$ cat config.mk
export PLATFORM = sky130hd
export DESIGN_NAME = mem_access_unit
export DESIGN_NICKNAME = d
export VERILOG_FILES = /design/src/rtl/mem_access_unit_pkg.sv /design/src/rtl/mem_lane_align.sv /design/src/rtl/mem_access_unit.sv
export SDC_FILE = /design/constraint.sdc
export NUM_CORES = 1
export LEC_CHECK = 0
export CAP_MARGIN = 25
export CORE_MARGIN = 3
export CORE_UTILIZATION = 46
export CTS_CLUSTER_DIAMETER = 100
export CTS_CLUSTER_SIZE = 20
export DETAILED_ROUTE_END_ITERATION = 8
export PLACE_DENSITY = 0.8
export SETUP_SLACK_MARGIN = 0.05
export SLEW_MARGIN = 40
export SYNTH_ARGS = -nofsm -noshare
export SYNTH_HDL_FRONTEND = slang
export SYNTH_SLANG_ARGS = --single-unit
$ cat constraint.sdc
create_clock -name clk -period 5.1 [get_ports clk]
set_clock_uncertainty 0.2 [all_clocks]
set_input_delay 1.02 -clock clk [delete_from_list [all_inputs] [get_ports clk]]
set_output_delay 1.02 -clock clk [all_outputs]
set_load 0.01 [all_outputs]
$ cat src/rtl/mem_access_unit_pkg.sv
// Shared encodings for the load/store unit: request type codes, access sizes
// and FSM states.
package mem_access_unit_pkg;

    typedef enum logic [1:0] {
        STORE_WORD      = 2'b00,
        STORE_HALF_WORD = 2'b01,
        STORE_BYTE      = 2'b10
    } store_type_e;

    typedef enum logic [2:0] {
        LOAD_WORD        = 3'b000,
        LOAD_HALF_WORD   = 3'b001,
        LOAD_HALF_WORD_U = 3'b010,
        LOAD_BYTE        = 3'b011,
        LOAD_BYTE_U      = 3'b100
    } load_type_e;

    typedef enum logic [1:0] {
        SIZE_WORD = 2'b00,
        SIZE_HALF = 2'b01,
        SIZE_BYTE = 2'b10
    } access_size_e;

    typedef enum logic [1:0] {
        IDLE = 2'b00,
        BUS  = 2'b01,
        RESP = 2'b10
    } state_e;

    localparam int CNT_W = 16;

endpackage

$ cat src/rtl/mem_lane_align.sv
// Combinational lane logic: byte enables, write-data replication, load lane
// extraction/extension and alignment/encoding error detection.
module mem_lane_align
    import mem_access_unit_pkg::*;
(
    input  logic        is_write,
    input  logic [1:0]  addr_lo,
    input  logic [1:0]  store_type,
    input  logic [2:0]  load_type,
    input  logic [31:0] wdata,
    input  logic [31:0] rdata,
    output logic [3:0]  be,
    output logic [31:0] wdata_lane,
    output logic [31:0] rdata_ext,
    output logic        err
);

    function automatic logic [31:0] extend8(input logic [7:0] b, input logic sgn);
        logic signed [7:0] sb;
        logic signed [31:0] sw;
        sb = b;
        sw = 32'(sb);
        return sgn ? sw : {24'b0, b};
    endfunction

    function automatic logic [31:0] extend16(input logic [15:0] h, input logic sgn);
        logic signed [15:0] sh;
        logic signed [31:0] sw;
        sh = h;
        sw = 32'(sh);
        return sgn ? sw : {16'b0, h};
    endfunction

    access_size_e size;
    logic         known;
    logic         sgn;
    logic         misaligned;
    logic [31:0]  shifted;

    always_comb begin
        size  = SIZE_WORD;
        known = 1'b0;
        sgn   = 1'b0;
        if (is_write) begin
            case (store_type)
                STORE_WORD:      begin size = SIZE_WORD; known = 1'b1; end
                STORE_HALF_WORD: begin size = SIZE_HALF; known = 1'b1; end
                STORE_BYTE:      begin size = SIZE_BYTE; known = 1'b1; end
                default:         begin size = SIZE_WORD; known = 1'b0; end
            endcase
        end else begin
            case (load_type)
                LOAD_WORD:        begin size = SIZE_WORD; known = 1'b1; end
                LOAD_HALF_WORD:   begin size = SIZE_HALF; known = 1'b1; sgn = 1'b1; end
                LOAD_HALF_WORD_U: begin size = SIZE_HALF; known = 1'b1; end
                LOAD_BYTE:        begin size = SIZE_BYTE; known = 1'b1; sgn = 1'b1; end
                LOAD_BYTE_U:      begin size = SIZE_BYTE; known = 1'b1; end
                default:          begin size = SIZE_WORD; known = 1'b0; end
            endcase
        end
    end

    always_comb begin
        misaligned = 1'b0;
        be         = 4'b1111;
        wdata_lane = wdata;
        rdata_ext  = rdata;
        // Little-endian: lane n sits at bits 8n+7:8n, so shift it down to bit 0.
        shifted    = rdata >> {addr_lo, 3'b000};
        case (size)
            SIZE_HALF: begin
                misaligned = addr_lo[0];
                be         = addr_lo[1] ? 4'b1100 : 4'b0011;
                wdata_lane = {2{wdata[15:0]}};
                rdata_ext  = extend16(shifted[15:0], sgn);
            end
            SIZE_BYTE: begin
                be         = 4'b0001 << addr_lo;
                wdata_lane = {4{wdata[7:0]}};
                rdata_ext  = extend8(shifted[7:0], sgn);
            end
            default: begin
                misaligned = (addr_lo != 2'b00);
            end
        endcase
        err = !known || misaligned;
    end

endmodule

$ cat src/rtl/mem_access_unit.sv
// Single-outstanding load/store engine between the control FSM and the SoC
// data bus, with alignment checking and a bus wait timeout.
module mem_access_unit
    import mem_access_unit_pkg::*;
#(
    parameter int ADDR_W         = 32,
    parameter int TIMEOUT_CYCLES = 255
) (
    input  logic              clk,
    input  logic              reset,
    input  logic              req_valid,
    output logic              req_ready,
    input  logic              req_write,
    input  logic [ADDR_W-1:0] req_addr,
    input  logic [31:0]       req_wdata,
    input  logic [1:0]        store_type,
    input  logic [2:0]        load_type,
    output logic              rsp_valid,
    output logic [31:0]       rsp_rdata,
    output logic              rsp_err,
    output logic              bus_valid,
    input  logic              bus_ready,
    output logic              bus_we,
    output logic [ADDR_W-1:0] bus_addr,
    output logic [3:0]        bus_be,
    output logic [31:0]       bus_wdata,
    input  logic [31:0]       bus_rdata
);

    localparam logic [CNT_W-1:0] TO_LAST = CNT_W'(TIMEOUT_CYCLES - 1);

    state_e            state_q, state_d;
    logic              req_ready_q, req_ready_d;
    logic              rsp_valid_q, rsp_valid_d;
    logic              rsp_err_q, rsp_err_d;
    logic [31:0]       rsp_rdata_q, rsp_rdata_d;
    logic              bus_valid_q, bus_valid_d;
    logic              bus_we_q, bus_we_d;
    logic [ADDR_W-1:0] bus_addr_q, bus_addr_d;
    logic [3:0]        bus_be_q, bus_be_d;
    logic [31:0]       bus_wdata_q, bus_wdata_d;
    logic [CNT_W-1:0]  cnt_q, cnt_d;
    logic [1:0]        addr_lo_q, addr_lo_d;
    logic [2:0]        load_type_q, load_type_d;

    logic              idle;
    logic [3:0]        align_be;
    logic [31:0]       align_wdata;
    logic [31:0]       align_rdata;
    logic              align_err;

    // One aligner serves both phases: live request fields while idle,
    // latched fields while the bus transfer is in flight.
    assign idle = (state_q == IDLE);

    mem_lane_align u_align (
        .is_write   (idle ? req_write : bus_we_q),
        .addr_lo    (idle ? req_addr[1:0] : addr_lo_q),
        .store_type (store_type),
        .load_type  (idle ? load_type : load_type_q),
        .wdata      (req_wdata),
        .rdata      (bus_rdata),
        .be         (align_be),
        .wdata_lane (align_wdata),
        .rdata_ext  (align_rdata),
        .err        (align_err)
    );

    always_comb begin
        state_d     = state_q;
        req_ready_d = req_ready_q;
        rsp_valid_d = rsp_valid_q;
        rsp_err_d   = rsp_err_q;
        rsp_rdata_d = rsp_rdata_q;
        bus_valid_d = bus_valid_q;
        bus_we_d    = bus_we_q;
        bus_addr_d  = bus_addr_q;
        bus_be_d    = bus_be_q;
        bus_wdata_d = bus_wdata_q;
        cnt_d       = cnt_q;
        addr_lo_d   = addr_lo_q;
        load_type_d = load_type_q;
        case (state_q)
            IDLE: begin
                if (req_valid) begin
                    req_ready_d = 1'b0;
                    addr_lo_d   = req_addr[1:0];
                    load_type_d = load_type;
                    bus_we_d    = req_write;
                    if (align_err) begin
                        state_d     = RESP;
                        rsp_valid_d = 1'b1;
                        rsp_err_d   = 1'b1;
                        rsp_rdata_d = 32'h0;
                    end else begin
                        state_d     = BUS;
                        bus_valid_d = 1'b1;
                        bus_addr_d  = {req_addr[ADDR_W-1:2], 2'b00};
                        bus_be_d    = align_be;
                        bus_wdata_d = align_wdata;
                    end
                end
            end
            BUS: begin
                // A completing handshake wins over an expiring timeout.
                if (bus_ready) begin
                    state_d     = RESP;
                    bus_valid_d = 1'b0;
                    rsp_valid_d = 1'b1;
                    rsp_err_d   = 1'b0;
                    rsp_rdata_d = bus_we_q ? 32'h0 : align_rdata;
                end else if (cnt_q == TO_LAST) begin
                    state_d     = RESP;
                    bus_valid_d = 1'b0;
                    rsp_valid_d = 1'b1;
                    rsp_err_d   = 1'b1;
                    rsp_rdata_d = 32'h0;
                    cnt_d       = cnt_q + 1'b1;
                end else begin
                    cnt_d = cnt_q + 1'b1;
                end
            end
            RESP: begin
                state_d     = IDLE;
                rsp_valid_d = 1'b0;
                rsp_err_d   = 1'b0;
                rsp_rdata_d = 32'h0;
                req_ready_d = 1'b1;
                cnt_d       = '0;
            end
            default: begin
                state_d     = IDLE;
                req_ready_d = 1'b1;
                bus_valid_d = 1'b0;
                rsp_valid_d = 1'b0;
                cnt_d       = '0;
            end
        endcase
    end

    always_ff @(posedge clk or negedge reset) begin
        if (!reset) begin
            state_q     <= IDLE;
            req_ready_q <= 1'b1;
            rsp_valid_q <= 1'b0;
            rsp_err_q   <= 1'b0;
            rsp_rdata_q <= 32'h0;
            bus_valid_q <= 1'b0;
            bus_we_q    <= 1'b0;
            bus_addr_q  <= '0;
            bus_be_q    <= 4'h0;
            bus_wdata_q <= 32'h0;
            cnt_q       <= '0;
            addr_lo_q   <= 2'b00;
            load_type_q <= 3'b000;
        end else begin
            state_q     <= state_d;
            req_ready_q <= req_ready_d;
            rsp_valid_q <= rsp_valid_d;
            rsp_err_q   <= rsp_err_d;
            rsp_rdata_q <= rsp_rdata_d;
            bus_valid_q <= bus_valid_d;
            bus_we_q    <= bus_we_d;
            bus_addr_q  <= bus_addr_d;
            bus_be_q    <= bus_be_d;
            bus_wdata_q <= bus_wdata_d;
            cnt_q       <= cnt_d;
            addr_lo_q   <= addr_lo_d;
            load_type_q <= load_type_d;
        end
    end

    assign req_ready = req_ready_q;
    assign rsp_valid = rsp_valid_q;
    assign rsp_err   = rsp_err_q;
    assign rsp_rdata = rsp_rdata_q;
    assign bus_valid = bus_valid_q;
    assign bus_we    = bus_we_q;
    assign bus_addr  = bus_addr_q;
    assign bus_be    = bus_be_q;
    assign bus_wdata = bus_wdata_q;

endmodule
==> flow_metrics.tcl <==
set metrics [dict create \
    status "finished, final reports clean" \
    synth_compound_area_share_pct 16.9 \
    cpPeakStageDelay_ns 0.57 \
    dieHeight_um 122 \
    antenna_found_initial 0 \
    die_w_um 122 \
    design.portCount 211 \
    setup_viol 0 \
    synth_top_family_by_area "compound AO/OA/AOI/OAI gates" \
    yosys.area.top_type "dfrtp_1" \
    wire_per_inst_um 18.3 \
    synth_area_leaders "dfrtp_1 51%, mux2_4 6.6%, nand2_1 4.7%" \
    grt_setup_unrepaired "no" \
    clk_latency_ns 0.41 \
    gr-total-overflow 0 \
    required_ns 5.18 \
    start_util_pct 47.9 \
    register_area_um2 3150 \
    p_per_area_nw_per_um2 627 \
    grt_pass1_wl_mm 28.3 \
    worst_slack_ns 0.677 \
    r2r-end "bus_addr[14]" \
    crit_type "in -> reg" \
    routed_via_density 5.53 \
    worstSetupEndpointType "flop" \
    routed_wl_mm 17.6 \
    first_iter_violations 534 \
    grt_max_degree 58 \
    synthArstFlopShare_pct 100 \
    place_area_um2 8360 \
    leakagePower_uw 0.00388 \
    synth_top_area_share_pct 50.7 \
    first_pass_iters 5 \
    muxShareOfSynthArea_pct 10.8 \
    syn_inst 585 \
    crit_start "load_type[2]" \
    stdcell_area_um2 8950 \
    yosysSeqAreaShare_pct 51.2 \
    layout-drive-gt1-share_pct 12.1 \
    worstSetupStartpointType "input pin" \
    tightest_slew_ns 0.734 \
    yosysWarnings 0 \
    ys.flop_type "dfrtp_1" \
    synth_edf_count 0 \
    dp_hpwl_mm 12.7 \
    worst-r2r-cell-count 10 \
    vias 5336 \
    cts-buffers-inserted 17 \
    gp_congestion 0.894 \
    hold_viol_final 0 \
    min_period_over_period_pct 86.7 \
    core-area_um2 12900 \
    portBuffers 208 \
    worstSetupEndpoint "bus_addr[14]" \
    synth_area_um2 6160 \
    dieArea_um2 14800 \
    slew_headroom_pct 51.1 \
    clock_path_buffers 2 \
    path_clk_slew_ns 0.05 \
    num_rows 41 \
    multi_input_area_um2 2780 \
    critPathTopFamily "simple AND/OR/NAND/NOR gates" \
    crit_buf_inv 2 \
    tns_ns 0 \
    syn-mean-instance-area_um2 10.5 \
    nets 890 \
    cp.arrival_ns 4.51 \
    max_freq_mhz 226 \
    grt_use_total_pct 24.1 \
    cp.depth 11 \
    crit_path_top_delay_cell "or4_4" \
    ys_types 61 \
    hold_buffers 0 \
    yosys.area_share.simple_pct 13.9 \
    cts_resized 0 \
    hold_class "reg -> reg" \
    ff2ff_setup_slack_ns 1.07 \
    drc 0 \
    grt_pass1_vias 5446 \
    ir_worst_vdd_uv 360 \
    totalPowerFinal_uw 5610 \
    period_needed_ns 4.42 \
    areaGrowthSynthToFinish_pct 45.1 \
    n_antenna_cell 0 \
    slew_violations 0 \
    cp_max_fo 18 \
    ys_seq_elements 126 \
    tritoncts "yes" \
    synth-xor-area-share_pct 2.27 \
    place_ws_ns 0.262 \
    clkSinkCount 126 \
    synthAdderAreaFrac_pct 0.812 \
    path_cells "clkdlybuf4s50_1, or3b_2, nand3_1, o311ai_0, o21ai_0, ha_2, or2_2, and2_1, or4_4, buf_4, mux2_4" \
    h-tree-depth 4 \
    reg2reg_from "state_q[0]" \
    ant_nets 0 \
    nFillCells 931 \
    drv_cap 0 \
    cts_setup_buffers 0 \
    cts-root-buf "clkbuf_16" \
]
==> kinds of logic (layout without fill, tap and decap cells) <==
group / Yosys count / in the layout
simple gates: 184 / 184
xor+xnor: 16 / 16
mux: 51 / 51
other cells: 1 / 2
fa+ha+maj: 4 / 4
compound gates: 151 / 151
buf+inv: 52 / 259
flops: 126 / 126
==> where the power goes <==
part	switching, uW	internal, uW	total [uW]
Combinational	1460	1390	2840
Sequential	231	1350	1580
Clock	432	755	1190
Total	2120	3490	5610
==> metal layers <==
| metal | GRT usage, % | share of wire [%] | routed length, um | up-vias |
|---|---|---|---|---|
| li1 | - | - | - | 2485 |
| met2 | 37.4 | 47 | 8230 | 250 |
| met1 | 33.3 | 43 | 7670 | 2576 |
| met4 | 6.72 | 1.5 | 256 | 0 |
| met5 | 0 | 0 | 0 | - |
| met3 | 6.69 | 8.4 | 1490 | 25 |
==> cells in the final DEF (no fill, tap or decap), types with 3 or more instances in the layout <==
cell and instances:
clkdlybuf4s50_1 207, dfrtp_1 125, nand2_1 78, nor2_1 50, o21ai_0 46, a21oi_1 30
mux2_4 27, a22oi_1 17, clkbuf_16 17, a221o_1 16, mux2_2 14, xor2_1 13
mux2i_1 10, nand2b_1 10, nand3_1 10, inv_1 9, buf_4 9, a32o_1 8
o221ai_1 7, o2bb2ai_1 7, and2_1 5, clkinvlp_4 5, or2_2 3, xnor2_1 3
nand4_1 3, nor3_1 3, nor4b_1 3, ha_1 3, clkbuf_8 3, clkinv_2 3
==> synth_stat cells, drive strengths merged, types with 4 or more instances <==
library cell  instances
a22oi                17
xor2                 13
buf                  15
clkbuf               28
o221ai                7
a221o                16
dfrtp               125
nand2                78
nand3                10
a21oi                31
inv                   9
mux2i                10
nor2                 51
nand2b               10
ha                    4
mux2                 41
a32o                  8
and2                  5
nor4b                 4
o2bb2ai               8
o21ai                47
==> layout make-up <==
type	count	share of cell area, %
sequential	126	35.3
inverter	9	0.378
tap	172	2.41
multi-input combinational	408	31.0
timing repair buffer	218	24.4
clock buffer	22	5.30
clock inverter	10	1.26
==> stage by stage <==
step	utilization (%)	hold WS, ns	cells
2_1_floorplan	-	0.289	586
3_3_place_gp	64.9	0.262	933
3_5_place_dp	64.9	0.271	933
4_1_cts	69.5	0.283	965
5_1_grt	69.5	0.307	965
6_report	69.5	0.275	965
==> worst register-to-register path, delay by kind of cell, from the launching register on <==
kind,cells,cell delay (ns)
compound gates,2,0.35
fa+ha+maj,1,0.35
buf+inv,1,0.25
flops,1,0.56
mux,2,0.69
simple gates,4,1.50
==> worst min-delay path by stage <==
stage                        from            end  depth (start not counted)
detailed placement  bus_wdata[16]  bus_wdata[16]                          2
global placement    bus_wdata[24]  bus_wdata[24]                          2
CTS                 bus_wdata[15]  bus_wdata[15]                          2
floorplan               req_ready      req_ready                          2
global route         rsp_rdata[3]   rsp_rdata[3]                          1
finish              bus_wdata[15]  bus_wdata[15]                          2
==> state kept, by name, summed over array words and instances, names as in the netlist <==
signal       flops
addr_lo_q        2
bus_addr        30
bus_be           4
bus_valid        1
bus_wdata       32
bus_we           1
cnt_q           16
load_type_q      3
req_ready        1
rsp_err          1
rsp_rdata       32
rsp_valid        1
state_q          2
No activity file was read; power rests on OpenSTA's default activity.
